--- src/rtl/matrix_addsub_seq.sv ---
// Sequential NxN matrix add/subtract, one element per clock.
// Ports: clk, rst_n (sync, active-low); in_valid/in_ready accept a, b, op, sat;
// out_valid/out_ready hand back res and ovf (overflow or borrow seen).
module matrix_addsub_seq #(
    parameter int N  = 2,
    parameter int DW = 8
) (
    input  logic              clk,
    input  logic              rst_n,
    input  logic              in_valid,
    output logic              in_ready,
    input  logic [N*N*DW-1:0] a,
    input  logic [N*N*DW-1:0] b,
    input  logic              op,
    input  logic              sat,
    output logic              out_valid,
    input  logic              out_ready,
    output logic [N*N*DW-1:0] res,
    output logic              ovf
);

    localparam int NE = N * N;
    localparam int CW = (NE > 1) ? $clog2(NE) : 1;
    localparam logic [CW-1:0] LAST = CW'(NE - 1);

    typedef enum logic [1:0] {
        IDLE,
        RUN,
        DONE
    } state_t;

    state_t state;
    state_t state_nx;
    logic   accept;

    logic [CW-1:0]    cnt;
    logic [NE*DW-1:0] a_q;
    logic [NE*DW-1:0] b_q;
    logic             op_q;
    logic             sat_q;
    logic             ovf_q;

    logic [DW-1:0] a_el [NE];
    logic [DW-1:0] b_el [NE];
    logic [DW-1:0] r_el [NE];

    logic [DW-1:0] ea;
    logic [DW-1:0] eb;
    logic [DW:0]   sum;
    logic [DW:0]   dif;
    logic [DW-1:0] rv;
    logic          flag;

    // Element k sits at the MSB end for k=0 (row-major, [0][0] first).
    for (genvar k = 0; k < NE; k++) begin : g_el
        assign a_el[k] = a_q[(NE-1-k)*DW +: DW];
        assign b_el[k] = b_q[(NE-1-k)*DW +: DW];
        assign res[(NE-1-k)*DW +: DW] = r_el[k];
    end

    assign ovf = ovf_q;

    always_ff @(posedge clk) begin
        if (!rst_n) begin
            state <= IDLE;
        end else begin
            state <= state_nx;
        end
    end

    always_comb begin
        state_nx  = state;
        in_ready  = 1'b0;
        out_valid = 1'b0;
        accept    = 1'b0;
        unique case (state)
            IDLE: begin
                in_ready = 1'b1;
                if (in_valid) begin
                    accept   = 1'b1;
                    state_nx = RUN;
                end
            end
            RUN: begin
                if (cnt == LAST) begin
                    state_nx = DONE;
                end
            end
            DONE: begin
                out_valid = 1'b1;
                if (out_ready) begin
                    state_nx = IDLE;
                end
            end
            default: state_nx = IDLE;
        endcase
    end

    // One DW+1 bit add and subtract; bit DW is carry out or borrow.
    always_comb begin
        ea   = a_el[cnt];
        eb   = b_el[cnt];
        sum  = {1'b0, ea} + {1'b0, eb};
        dif  = {1'b0, ea} - {1'b0, eb};
        flag = 1'b0;
        rv   = '0;
        if (!op_q) begin
            flag = sum[DW];
            rv   = (flag && sat_q) ? '1 : sum[DW-1:0];
        end else begin
            flag = dif[DW];
            rv   = (flag && sat_q) ? '0 : dif[DW-1:0];
        end
    end

    always_ff @(posedge clk) begin
        if (!rst_n) begin
            cnt   <= '0;
            a_q   <= '0;
            b_q   <= '0;
            op_q  <= 1'b0;
            sat_q <= 1'b0;
            ovf_q <= 1'b0;
            for (int i = 0; i < NE; i++) begin
                r_el[i] <= '0;
            end
        end else if (accept) begin
            cnt   <= '0;
            a_q   <= a;
            b_q   <= b;
            op_q  <= op;
            sat_q <= sat;
            ovf_q <= 1'b0;
            for (int i = 0; i < NE; i++) begin
                r_el[i] <= '0;
            end
        end else if (state == RUN) begin
            r_el[cnt] <= rv;
            ovf_q     <= ovf_q | flag;
            if (cnt != LAST) begin
                cnt <= cnt + CW'(1);
            end
        end
    end

endmodule

--- config.mk ---
export PLATFORM = sky130hd
export DESIGN_NAME = matrix_addsub_seq
export DESIGN_NICKNAME = d
export VERILOG_FILES = /design/src/rtl/matrix_addsub_seq.sv
export SDC_FILE = /design/constraint.sdc
export NUM_CORES = 1
export LEC_CHECK = 0
export ABC_CLOCK_PERIOD_IN_PS = 3250
export BUFFER_PORTS_ARGS = -buffer_cell sky130_fd_sc_hd__buf_2
export CAP_MARGIN = 20
export CORE_MARGIN = 3
export CORE_UTILIZATION = 45
export CTS_BUF_LIST = sky130_fd_sc_hd__clkbuf_2
export DETAILED_ROUTE_END_ITERATION = 10
export PLACE_DENSITY = 0.73
export SYNTH_ARGS = -nofsm -noshare
export SYNTH_HDL_FRONTEND = slang
export SYNTH_SLANG_ARGS = --single-unit
--- constraint.sdc ---
create_clock -name clk -period 3.25 [get_ports clk]
set_input_delay 0.1625 -clock clk [delete_from_list [all_inputs] [get_ports clk]]
set_output_delay 0.1625 -clock clk [all_outputs]
set_load 0.005 [all_outputs]
==> impl_metrics.toml <==
[sta]
grt_setup_unrepaired = "no"
clock_skew_ps = 37.2
setup_slack_ps = 190
post-route-period-util_pct = 94.1
max_freq_mhz = 327
setup_violations = 0
whs_ps = 297
tightest_slew_ps = 649
final.setup.tns_ps = 0
slew_headroom_pct = 56.7
min_period_ps = 3060
hold_violations = 0
slew_viol_final = 0

[cells_and_area]
multi_input_area_um2 = 2390
areaGrowthSynthToFinish_pct = 30.0
fin_nets = 789
final_cell_mix = "nand2_1 (139), buf_2 (104), a21oi_1 (79), dfxtp_1 (69), dlygate4sd3_1 (69)"
fillers = 878
diodes = 0
layout_commonest_cell = "nand2_1"
layout-drive-gt1-share_pct = 24.6
seq_area_um2 = 2380

[drt]
via_count = 4319
first_pass_iters = 5
ant_nets = 0
drc = 0
vias_per_cell = 5.15
routed_wirelength_mm = 12.7
drt-initial-drc-count = 216
wl_per_cell_um = 15.2

[pwr]
vdd_drop_max_mv = 0.207
powerDensity_nw_per_um2 = 419
finalPower_mw = 2.73
leakage_nw = 2.74

[clock_tree]
cts_tree = "done"
worstSkewPairLatency_ps = 590
cts_max_level = 3
cts_setup_buffers = 0
clk_pin_slew_worst_paths_ps = 310
clk_path_buf_depth = 2
cts_root_buf = "clkbuf_2"
cts_made_buffers = 9
cts.sinks = 103

[worst_setup_path]
end_kind = "flip-flop"
cp-start-kind = "flip-flop"
r2r-end = "r_el[3][3]"
crit_buf_inv = 1
slowest_delay_ps = 580
worstPathMaxFanout = 18
reg2reg_slack_ps = 190
required_ps = 3620
arrival_ps = 3430
slowest_stage = "mux4_2"
worst-setup-path-type = "flip-flop to flip-flop"
critPathTopFamily = "simple AND/OR/NAND/NOR gates"
cp_cell_sequence = "buf_12, mux4_2, fa_1, nand2b_1, a211oi_4, o311ai_4, or2_4, o221ai_2, and2b_1"
reg2reg_from = "cnt[1]"
rr_worst_depth = 9

[grt]
grt_pass1_vias = 4211
antenna_found_initial = 0
grt-ovfl-total = 0
grt.total_usage_pct = 20.8
grt_pass1_wl_mm = 21.0
grt_max_degree = 69

[worst_hold_path]
holdPathEnd = "a_el[18]"
min_path_type = "input pin to flip-flop"
min_from = "a[18]"
hold_depth = 4

[place]
port_buffers = 104
dp_slack_ps = 195
gp_congestion = 0.848
dp_hpwl_mm = 8.61

[floorplan]
dieArea_um2 = 12400
io_pins = 105
core_area_um2 = 10600
initial_utilization_pct = 47.4
fp.dieH_um = 111
std_cell_rows = 37
fp.dieW_um = 111

[synth]
yosysTopAreaCellShare_pct = 28.4
avgSynthCellArea_um2 = 9.37
postSynth.asyncResetShare_pct = 0
syn_inst = 534
netlist_area_um2 = 5000
yosysSeqAreaShare_pct = 47.6
ys_warn_count = 0
synth_ff_type = "dfxtp_1"
synth_cell_types = 48
synth.area.top_cells = "dfxtp_1 (28%), edfxtp_1 (19%), nand2_1 (11%)"
synth-edff-count = 32
ys_ff_latch = 103
syn-num-nets = 626
yosysTopAreaCell = "dfxtp_1"

[flow_run]
cap_violations = 0

[run_status]
status = "finished, final reports clean"
-- sequential cells by signal (all words and copies together) (netlist names) --
name	flops
sat_q	1
op_q	1
a_el	32
b_el	32
cnt	2
r_el	32
state	2
ovf	1
-- cell type report --
type,count,share of cell area (%)
multi-input cells,378,36.8
repair buffers,185,20.8
well taps,136,2.61
clock buffers,9,0.692
inverters,20,1.15
clock inverters,7,1.36
flip-flops and latches,103,36.6
-- worst register-to-register path: stages, from the launching register on --
cell and delay (ps):
dfxtp_2 440, buf_12 180, mux4_2 580, fa_1 480
nand2b_1 170, a211oi_4 100, o311ai_4 350, or2_4 220
o221ai_2 120, and2b_1 200
-- cell usage after synthesis (2+ instances only) --
cell type and number:
nand2_1 140, a21oi_1 80, dfxtp_1 71, nor2_1 44
edfxtp_1 32, ha_1 20, inv_1 19, clkbuf_1 18
mux4_2 16, xnor2_1 8, o21ai_0 6, and2b_1 5
buf_1 5, buf_2 5, nand3_1 5, nor2b_1 5
buf_6 4, nand2_2 4, nand2b_1 4, a21o_1 3
a31oi_1 3, o221a_4 3, xor2_1 3, a221oi_1 2
a22oi_1 2, and2_1 2, fa_1 2, o211ai_1 2
or2_4 2
-- cells by family (layout without fill, tap and decap cells) --
logic type                 count (synthesis)  after routing  synth area share [%]
muxes                                     17             17                  7.40
DFF                                      103            103                  47.6
adders and majority gates                 22             22                  5.80
and+or+nand+nor                          213            213                  17.5
buffers and inverters                     53            221                  4.77
AOI/OAI and AO/OA                        115            115                  15.0
xor gates and xnor gates                  11             11                  1.93
-- how the worst max path moves through the flow --
stage / end / cells past startpoint / slack [ps] / start
after global routing: r_el[3][3] / 9 / 6 / cnt[0]
after CTS: r_el[1][3] / 9 / 120 / cnt[1]
after detailed placement: r_el[1][3] / 9 / 200 / cnt[1]
final: r_el[3][3] / 9 / 190 / cnt[1]
after floorplan: r_el[0][3] / 11 / 70 / cnt[0]
after global placement: r_el[1][6] / 9 / 270 / cnt[1]
-- what timing repair did --
item                                   4_1_cts  5_1_grt
endpoints found under the hold margin       71        0
hold buffers                                69        0
resized for setup                            0        4
setup endpoints to repair                    0       11
-- routing by layer --
layer / wire length (um) / global-route usage [%] / vias to the layer above
met3: 789 / 4.24 / 16
met5: 0 / 0 / -
met4: 167 / 4.79 / 0
met2: 6380 / 36.4 / 157
met1: 5400 / 26.6 / 2002
li1: - / - / 2144
-- report_power, final --
part	internal, mW	switching [mW]	total, mW
Combinational	0.300	0.331	0.631
Sequential	1.41	0.0414	1.45
Clock	0.197	0.453	0.650
Total	1.90	0.825	2.73
-- metrics by stage --
stage / util [%] / instance area [um2] / instances
floorplan: - / 5000 / 534
global placement: 53.4 / 5640 / 751
detailed placement: 53.4 / 5640 / 751
CTS: 61.2 / 6460 / 836
global route: 61.7 / 6510 / 838
finish: 61.7 / 6510 / 838
No activity file was read; power rests on OpenSTA's default activity.
